--- config.mk ---
export PLATFORM = sky130hd
export DESIGN_NAME = mem_resp_stage
export DESIGN_NICKNAME = d
export VERILOG_FILES = /design/src/rtl/mem_resp_stage_pkg.sv /design/src/rtl/mem_resp_stage_discard.sv /design/src/rtl/mem_resp_stage.sv
export SDC_FILE = /design/constraint.sdc
export NUM_CORES = 1
export LEC_CHECK = 0
export ABC_AREA = 1
export BUFFER_PORTS_ARGS = -buffer_cell sky130_fd_sc_hd__buf_2
export CORE_MARGIN = 2
export CORE_UTILIZATION = 30
export CTS_CLUSTER_DIAMETER = 50
export DETAILED_ROUTE_END_ITERATION = 8
export GPL_ROUTABILITY_DRIVEN = 0
export PLACE_DENSITY = 0.56
export SLEW_MARGIN = 25
export SYNTH_ARGS = -nofsm -noshare
export SYNTH_HDL_FRONTEND = slang
export SYNTH_SLANG_ARGS = --single-unit
--- constraint.sdc ---
create_clock -name clk -period 4.76 [get_ports clk]
set_clock_uncertainty 0.05 [all_clocks]
set_input_delay 0.238 -clock clk [delete_from_list [all_inputs] [get_ports clk]]
set_output_delay 0.238 -clock clk [all_outputs]
set_load 0.005 [all_outputs]
--- src/rtl/mem_resp_stage_pkg.sv ---
// Shared widths and state encoding for the MEM response stage.
package mem_resp_stage_pkg;
    localparam int unsigned MEM_WIDTH   = 32;
    localparam int unsigned MEM_RADDR   = 5;
    localparam int unsigned MEM_ECODE_W = 6;

    typedef enum logic [1:0] {
        IDLE = 2'd0,
        WAIT = 2'd1,
        DONE = 2'd2
    } mem_state_e;
endpackage

--- src/rtl/mem_resp_stage_discard.sv ---
// Counts data_sram responses still owed to instructions killed by a WB flush.
module resp_discard_ctr (
    input  logic       clk,
    input  logic       reset,
    input  logic       flush,
    input  logic       in_wait,
    input  logic       addr_ok_fire,
    input  logic       data_ok,
    output logic [1:0] cnt
);
    logic [2:0] nxt;

    always_comb begin
        nxt = {1'b0, cnt};
        if (flush) begin
            // The flushed WAIT instruction and the request handshaking this cycle are both orphaned;
            // a response arriving now settles one of the outstanding requests.
            nxt = {1'b0, cnt} + 3'(in_wait) + 3'(addr_ok_fire)
                  - 3'(data_ok & ((cnt != 2'd0) | in_wait));
        end else if (data_ok && cnt != 2'd0) begin
            nxt = {1'b0, cnt} - 3'd1;
        end
    end

    always_ff @(posedge clk or posedge reset) begin
        if (reset) cnt <= '0;
        else       cnt <= nxt[1:0];
    end
endmodule

--- src/rtl/mem_resp_stage.sv ---
// MEM stage: holds one instruction, waits for its data_sram response, hands it to WB.
module mem_resp_stage
    import mem_resp_stage_pkg::*;
#(
    parameter int unsigned WIDTH   = MEM_WIDTH,
    parameter int unsigned RADDR   = MEM_RADDR,
    parameter int unsigned ECODE_W = MEM_ECODE_W
) (
    input  logic               clk,
    input  logic               reset,
    input  logic               ex_to_mem_valid,
    output logic               mem_allowin,
    input  logic [WIDTH-1:0]   ex_pc,
    input  logic [WIDTH-1:0]   ex_result,
    input  logic [RADDR-1:0]   ex_dest,
    input  logic               ex_gpr_we,
    input  logic               ex_res_from_mem,
    input  logic               ex_mem_req_sent,
    input  logic [ECODE_W-1:0] ex_ecode,
    input  logic               ex_has_int,
    input  logic               ex_addr_ok_fire,
    input  logic               data_sram_data_ok,
    input  logic [WIDTH-1:0]   data_sram_rdata,
    input  logic               wb_allowin,
    input  logic               wb_flush,
    output logic               pipe_tonext_valid_MEM,
    output logic               mem_to_wb_valid,
    output logic [WIDTH-1:0]   pc_MEM,
    output logic [WIDTH-1:0]   alu_div_rdcntv_result_MEM,
    output logic [RADDR-1:0]   dest_MEM,
    output logic               gpr_we_MEM,
    output logic               res_from_mem_MEM,
    output logic [ECODE_W-1:0] ecode_MEM_m,
    output logic               has_int_MEM,
    output logic [WIDTH-1:0]   ld_res_from_MEM,
    output logic               mem_fwd_valid,
    output logic [RADDR-1:0]   mem_fwd_dest,
    output logic [WIDTH-1:0]   mem_fwd_data,
    output logic               mem_fwd_stall,
    output logic               mem_ex_block
);
    mem_state_e       state;
    logic             valid;
    logic [WIDTH-1:0] data_buf;
    logic [1:0]       discard_cnt;
    logic             data_live;
    logic             ready_go;
    logic             entry;

    resp_discard_ctr u_discard (
        .clk          (clk),
        .reset        (reset),
        .flush        (wb_flush),
        .in_wait      (valid && state == WAIT),
        .addr_ok_fire (ex_addr_ok_fire),
        .data_ok      (data_sram_data_ok),
        .cnt          (discard_cnt)
    );

    assign data_live             = data_sram_data_ok && discard_cnt == 2'd0 && state == WAIT;
    assign ready_go              = (state == DONE) || data_live;
    assign pipe_tonext_valid_MEM = valid && ready_go && wb_allowin && !wb_flush;
    assign mem_to_wb_valid       = pipe_tonext_valid_MEM;
    assign mem_allowin           = !reset && (!valid || pipe_tonext_valid_MEM);
    assign entry                 = ex_to_mem_valid && mem_allowin && !wb_flush;

    assign mem_fwd_valid = valid && gpr_we_MEM && dest_MEM != '0;
    assign mem_fwd_dest  = dest_MEM;
    assign mem_fwd_data  = !res_from_mem_MEM ? alu_div_rdcntv_result_MEM
                         : (data_live ? data_sram_rdata : data_buf);
    assign mem_fwd_stall = valid && res_from_mem_MEM && !ready_go;
    assign mem_ex_block  = valid && (ecode_MEM_m != '0 || has_int_MEM);

    always_ff @(posedge clk or posedge reset) begin
        if (reset) begin
            state                     <= IDLE;
            valid                     <= 1'b0;
            data_buf                  <= '0;
            ld_res_from_MEM           <= '0;
            pc_MEM                    <= '0;
            alu_div_rdcntv_result_MEM <= '0;
            dest_MEM                  <= '0;
            gpr_we_MEM                <= 1'b0;
            res_from_mem_MEM          <= 1'b0;
            ecode_MEM_m               <= '0;
            has_int_MEM               <= 1'b0;
        end else begin
            if (data_live) data_buf <= data_sram_rdata;
            if (pipe_tonext_valid_MEM)
                ld_res_from_MEM <= data_live ? data_sram_rdata : data_buf;

            if (wb_flush) begin
                valid <= 1'b0;
                state <= IDLE;
            end else if (entry) begin
                valid                     <= 1'b1;
                pc_MEM                    <= ex_pc;
                alu_div_rdcntv_result_MEM <= ex_result;
                dest_MEM                  <= ex_dest;
                gpr_we_MEM                <= ex_gpr_we;
                res_from_mem_MEM          <= ex_res_from_mem;
                ecode_MEM_m               <= ex_ecode;
                has_int_MEM               <= ex_has_int;
                // Exception-tagged instructions never wait for a response.
                state <= (ex_mem_req_sent && ex_ecode == '0 && !ex_has_int) ? WAIT : DONE;
            end else if (pipe_tonext_valid_MEM) begin
                valid <= 1'b0;
                state <= IDLE;
            end else if (data_live) begin
                state <= DONE;
            end
        end
    end
endmodule

==> impl_metrics.csv, run 1 <==
group,metric,value,unit
outcome,status,"complete, no violations",
critical_path,r2r_end,"alu_div_rdcntv_result_MEM[24]",
logic_synthesis,synth_edf_count,0,
drt,wire_per_inst,15.12,um
floorplan,die_w,148.7,um
drt,vias_per_cell,4.459,
logic_synthesis,synthArstFlopShare,100.0,%
critical_path,critPathCapture,"mem_allowin",
cells_and_area,syn2layout_area_growth,40.41,%
drt,first_iter_violations,252,
floorplan,fp.dieArea,0.02210,mm2
logic_synthesis,seq_area_frac_synth,58.59,%
critical_path,crit_arrival,2.72,ns
clock_network,ctsHoldBuffers,46,
sta,final.min_clock_period,3.004,ns
clock_network,clock_path_buffers,2,
global_route,grt_pass1_vias,6032,
critical_path,reg2reg_from,"u_discard.cnt[0]",
logic_synthesis,ys_seq_elements,147,
clock_network,clk_pin_slew,0.07,ns
drt,dr.pass1.iters,5,
cells_and_area,fin_nets,1169,
critical_path,cp-startpoint,"u_discard.cnt[0]",
logic_synthesis,yosys.area.top_type_share,58.59,%
clock_network,htree_levels,4,
clock_network,cts_root_buffer,"clkbuf_16",
clock_network,postCtsResizedCells,0,
logic_synthesis,syn_inst,751,
sta,clock.fmax,332.9,MHz
logic_synthesis,synthTopCellsByArea,"dfrtp_1 59%, nand2_1 20%, nand3_1 3.7%, o21ai_0 3.3%, inv_1 3.1%",
critical_path,worstPathMaxFanout,35,
global_route,grt_overflow,0,
drt,drc,0,
sta,rsz0062_at_grt,"false",
clock_network,clock-sinks,147,
cells_and_area,fillCellCount,2019,
power_and_ir_drop,p_per_area,393.0,mW/mm2
cells_and_area,fin_util,43.29,%
run,maxCapViolations,0,
place,port-buffer-count,270,
sta,drv_slew,0,
power_and_ir_drop,leakagePower,5.026,nW
place,dp_hpwl,13.75,mm
clock_network,post-cts-setup-buffers,0,
logic_synthesis,syn-num-nets,872,
logic_synthesis,synth_commonest_cells,"327 x nand2_1, 147 x dfrtp_1, 52 x inv_1",
clock_network,cts_buffers,17,
power_and_ir_drop,internal-power,0.002396,W
drt,postRouteAntennaNets,0,
power_and_ir_drop,p_seq_share,43.4,%
hold_path,hold_path.class,"in2reg",
floorplan,core_area,0.02036,mm2
drt,vias,5940,
sta,slew-limit-headroom,38.41,%
sta,worst_pin_slew,0.9239,ns
hold_path,min_from,"ex_ecode[3]",
global_route,grt_pass1_wl,31.79,mm
critical_path,critical_path_class,"reg2out",
critical_path,worstSetupEndpointType,"output pin",
floorplan,rows,52,
clock_network,cts_tree,"done",
global_route,antenna_found_initial,3,
critical_path,start_kind,"flop",
cells_and_area,drive_gt1_share,30.44,%
logic_synthesis,syn_area,0.006279,mm2
logic_synthesis,ys_types,27,
sta,setup_viol,0,
logic_synthesis,synth_most_common_cell,"nand2_1",
critical_path,regToRegSetupSlack,2.01,ns
logic_synthesis,synth_top_cell_by_area,"dfrtp_1",
cells_and_area,multiInputGateArea,0.002171,mm2
sta,setup-tns-final,0,ns
sta,finalCritPeriodShare,63.11,%
power_and_ir_drop,swShare,30.85,%
power_and_ir_drop,pwr-share-comb,20.1,%
global_route,grt_max_degree,80,
cells_and_area,seq_area,0.003680,mm2
sta,hold_viol_final,0,
critical_path,worst_r2r_path_depth,12,
power_and_ir_drop,clock_power_share,36.5,%
logic_synthesis,synth_ff_type,"dfrtp_1",
sta,whs,0.01813,ns
logic_synthesis,synth_area_per_cell,8.360,um2
logic_synthesis,synth_warnings,0,
power_and_ir_drop,p_switching,0.001069,W
floorplan,start_util,30.83,%
global_route,track_usage,18.49,%
floorplan,fp.dieH,148.7,um
floorplan,io_pins,271,
power_and_ir_drop,vdd_drop_max,0.2377,mV
critical_path,required,4.47,ns
drt,wl,20.15,mm
clock_network,clock_latency,0.42,ns
==> power by group through the flow <==
| stage | sequential, W | clock, W | combinational, W |
|---|---|---|---|
| final | 0.00150 | 0.00126 | 0.000696 |
| after global routing | 0.00152 | 0.00136 | 0.000785 |
| after CTS | 0.00150 | 0.00130 | 0.000702 |
| after detailed placement | 0.00152 | 0 | 0.000674 |
| after global placement | 0.00153 | 0 | 0.000664 |
| after floorplan | 0.00151 | 0 | 0.000326 |
==> sequential cells by signal, summed over array words and instances (netlist names) <==
name                       cells
dest_MEM                       5
data_buf                      32
pc_MEM                        32
alu_div_rdcntv_result_MEM     32
u_discard.cnt                  2
ld_res_from_MEM               32
gpr_we_MEM                     1
has_int_MEM                    1
res_from_mem_MEM               1
valid                          1
ecode_MEM_m                    6
state                          2
==> critical path: stages, from the launching register on <==
cell and delay [ns]:
dfrtp_1 0.37, inv_1 0.09, ha_1 0.16, nand2_1 0.05, inv_1 0.06, nand2_2 0.06
nand2_2 0.10, nand3_4 0.37, a21oi_4 0.80, buf_2 0.24
==> stage by stage <==
step,area [um2],worst slack (ns),total power [W],cells
2_1_floorplan,6279,0.1798,0.001834,751
3_3_place_gp,7796,1.820,0.002190,1252
3_5_place_dp,7796,1.955,0.002196,1252
4_1_cts,8803,1.693,0.003510,1330
5_1_grt,8816,1.533,0.003665,1332
6_report,8816,1.756,0.003465,1332
==> how the worst min path moves through the flow <==
stage                                         end  depth (start not counted)
floorplan           alu_div_rdcntv_result_MEM[31]                          2
global placement              ld_res_from_MEM[24]                          2
detailed placement                      pc_MEM[2]                          2
CTS                  alu_div_rdcntv_result_MEM[9]                          3
global route         alu_div_rdcntv_result_MEM[8]                          3
finish                             ecode_MEM_m[3]                          3
==> metal layers <==
metal	track usage (%)	routed length, um	part of all wire, %	up-vias
met1	23.82	8949	44	2771
met2	30.44	9510	47	209
met3	5.276	1384	6.9	20
met4	5.381	276	1.4	4
li1	-	-	-	2936
met5	0	24	0.12	-
==> kinds of logic (layout without fill, tap and decap cells) <==
family / count (synthesis) / count (layout) / synth area share, %
simple gates: 422 / 422 / 26.86
flops: 147 / 147 / 58.59
buf+inv: 99 / 409 / 7.074
compound gates: 78 / 78 / 6.477
fa+ha+maj: 3 / 3 / 0.7174
xor+xnor: 2 / 2 / 0.2790
other cells: 0 / 1 / 0
==> layout by cell type, fill, tap and decap left out, types with 2 or more instances in the layout <==
master,Yosys,layout
ha_1,2,2
clkbuf_16,0,17
dlygate4sd3_1,0,47
nand3_1,47,47
inv_2,1,3
inv_1,52,49
dfrtp_1,147,146
buf_4,6,7
nor3_1,3,3
clkinv_4,0,2
o21ai_0,42,42
nor2_1,35,34
buf_2,16,270
clkinvlp_4,0,4
nand3_4,1,2
clkinv_2,0,2
nand2_1,327,327
inv_6,0,7
nand2_2,3,3
a21oi_1,33,33
nor4_1,2,2
==> final cells by class <==
| class | count | share of cell area (%) |
|---|---|---|
| Sequential cell | 147 | 41.74 |
| Multi-Input combinational cell | 505 | 24.62 |
| Timing Repair Buffer | 324 | 21.26 |
| Clock buffer | 17 | 4.825 |
| Tap cell | 270 | 3.832 |
| Inverter | 53 | 2.313 |
| Clock inverter | 15 | 1.377 |
| Antenna cell | 1 | 0.02838 |
Power figures use the tool's default switching activity.
==> run 2: changes to the inputs <==
Settings changed: PLACE_DENSITY 0.56 to 0.58.
Clock period 4.76 ns to 2.5 ns, I/O delays scaled along.
==> run 2 against run 1 <==
Via count grew 5.3%. Global-route usage grew 0.67 points. Sequential cell count is the same. First-iteration DRC count down 8.3%. Wire length increased by 2.4%. Critical endpoint is now pipe_tonext_valid_MEM. Largest cell class unchanged.
==> impl_metrics.csv, run 2 (same netlist as run 1, synthesis figures left out) <==
group,metric,value,unit
drt,postRouteAntennaNets,0,
clock_network,cts_tree,"done",
global_route,grt_pass1_wl,33.13,mm
critical_path,required,2.33,ns
sta,final.min_clock_period,2.295,ns
power_and_ir_drop,vdd_drop_max,0.4337,mV
drt,drc,0,
floorplan,core_area,0.02036,mm2
hold_path,hold_path.class,"in2reg",
critical_path,r2r_end,"u_discard.cnt[1]",
clock_network,cts_buffers,17,
sta,clock.fmax,435.7,MHz
critical_path,worst_r2r_path_depth,11,
power_and_ir_drop,internal-power,0.005133,W
sta,finalCritPeriodShare,91.80,%
cells_and_area,mostFrequentLayoutCell,"nand2_1",
sta,slew-limit-headroom,54.32,%
sta,worst_pin_slew,0.6853,ns
floorplan,fp.dieArea,0.02210,mm2
power_and_ir_drop,p_switching,0.001998,W
clock_network,clock_path_buffers,2,
cells_and_area,fin_nets,1239,
sta,whs,0.08582,ns
clock_network,clock-sinks,147,
floorplan,start_util,30.83,%
cells_and_area,multiInputGateArea,0.002171,mm2
power_and_ir_drop,clock_power_share,40.0,%
sta,hold_viol_final,0,
clock_network,htree_levels,4,
power_and_ir_drop,pwr-share-comb,20.0,%
global_route,grt_overflow,0,
clock_network,cts_root_buffer,"clkbuf_16",
cells_and_area,seq_area,0.003680,mm2
sta,setup_viol,0,
floorplan,die_w,148.7,um
cells_and_area,fin_util,47.44,%
global_route,grt_pass1_vias,6353,
drt,vias,6255,
drt,dr.pass1.iters,4,
critical_path,crit_top_cell,"inv_1",
critical_path,cp-startpoint,"u_discard.cnt[0]",
cells_and_area,drive_gt1_share,28.82,%
critical_path,critical_path_class,"reg2out",
critical_path,worstPathMaxFanout,34,
cells_and_area,layout_common_cells,"327 x nand2_1, 270 x buf_2, 146 x dfrtp_1",
global_route,track_usage,19.16,%
power_and_ir_drop,swShare,28.02,%
sta,drv_slew,0,
floorplan,fp.dieH,148.7,um
global_route,antenna_found_initial,1,
floorplan,io_pins,271,
drt,vias_per_cell,4.465,
place,dp_hpwl,13.67,mm
cells_and_area,syn2layout_area_growth,53.89,%
critical_path,crit_cells,10,
critical_path,cp_slowest_cell,"dfrtp_1",
cells_and_area,antenna_cells,0,
drt,wire_per_inst,14.73,um
floorplan,rows,52,
global_route,grt_max_degree,80,
clock_network,clk_pin_slew,0.06,ns
place,port-buffer-count,270,
clock_network,clock_latency,0.41,ns
power_and_ir_drop,p_seq_share,40.0,%
outcome,status,"complete, no violations",
run,maxCapViolations,0,
critical_path,cp_top_family,"buffers and inverters",
power_and_ir_drop,leakagePower,5.391,nW
critical_path,path_buf_inv,5,
critical_path,reg2reg_from,"u_discard.cnt[0]",
drt,wl,20.63,mm
critical_path,crit_chain,"inv_1, ha_1, nand2_1, inv_1, nand2_2, nand2_2, nand3_4, inv_1, buf_4, buf_2",
critical_path,worstSetupEndpointType,"output pin",
critical_path,critPathCapture,"pipe_tonext_valid_MEM",
sta,rsz0062_at_grt,"false",
critical_path,regToRegSetupSlack,0.21,ns
critical_path,start_kind,"flop",
critical_path,cp_slowest_stage_delay,0.38,ns
critical_path,crit_arrival,2.12,ns
power_and_ir_drop,p_per_area,738.1,mW/mm2
hold_path,holdPathStages,5,
drt,first_iter_violations,231,
cells_and_area,fillCellCount,1959,
[run 2: through the flow]
stage	area [um2]	setup TNS, ns	cells	setup WS, ns	power, W
6_report	9662	0	1401	0.2051	0.007131
3_5_place_dp	7878	0	1258	0.2174	0.004189
2_1_floorplan	6282	-57.73	751	-0.7421	0.003489
3_3_place_gp	7878	0	1258	0.3069	0.004171
4_1_cts	9642	0	1401	0.06730	0.007211
5_1_grt	9662	0	1401	0.005302	0.007539
[run 2: area by class of cell]
class                      count  area share [%]
clock buffer                  18           4.442
sequential                   147           38.09
clock inverter                14           2.318
timing repair buffer         394           27.09
tap                          270           3.497
inverter                      53           2.098
multi-input combinational    505           22.47
[run 2: worst min-delay path by stage]
stage | slack, ns | to | from
2_1_floorplan | 0.21 | alu_div_rdcntv_result_MEM[31] | ex_result[31]
5_1_grt | 0.11 | state[0] | ex_mem_req_sent
3_3_place_gp | 0.16 | valid | reset
3_5_place_dp | 0.17 | valid | reset
6_report | 0.09 | state[0] | ex_mem_req_sent
4_1_cts | 0.07 | state[0] | ex_mem_req_sent
[run 2: power by group through the flow]
stage	clock network, W	registers (W)	logic (W)
after floorplan	0	0.00287	0.000617
after global placement	0	0.00289	0.00129
after detailed placement	0	0.00289	0.00130
after CTS	0.00292	0.00285	0.00143
after global routing	0.00304	0.00289	0.00161
final	0.00285	0.00285	0.00143
[run 2: tightest hold or removal path, cell delays in order]
cell and delay [ns]:
buf_2 0.09, nand2_1 0.06, nor3_1 0.05, nand2_1 0.10, o21ai_0 0.08
[run 2: what timing repair did]
| action | in CTS | in global routing |
|---|---|---|
| hold buffers | 111 | 0 |
| gates resized for setup | 0 | 5 |
| endpoints found under the hold margin | 139 | 0 |
| buffers inserted | 0 | 0 |
| endpoints found under the setup margin | 0 | 30 |
[run 2: layer usage]
layer / wire, um / global-route usage, %
met5: 0 / 0
met4: 363 / 6.429
met3: 1419 / 5.061
met2: 9712 / 31.09
met1: 9138 / 24.99
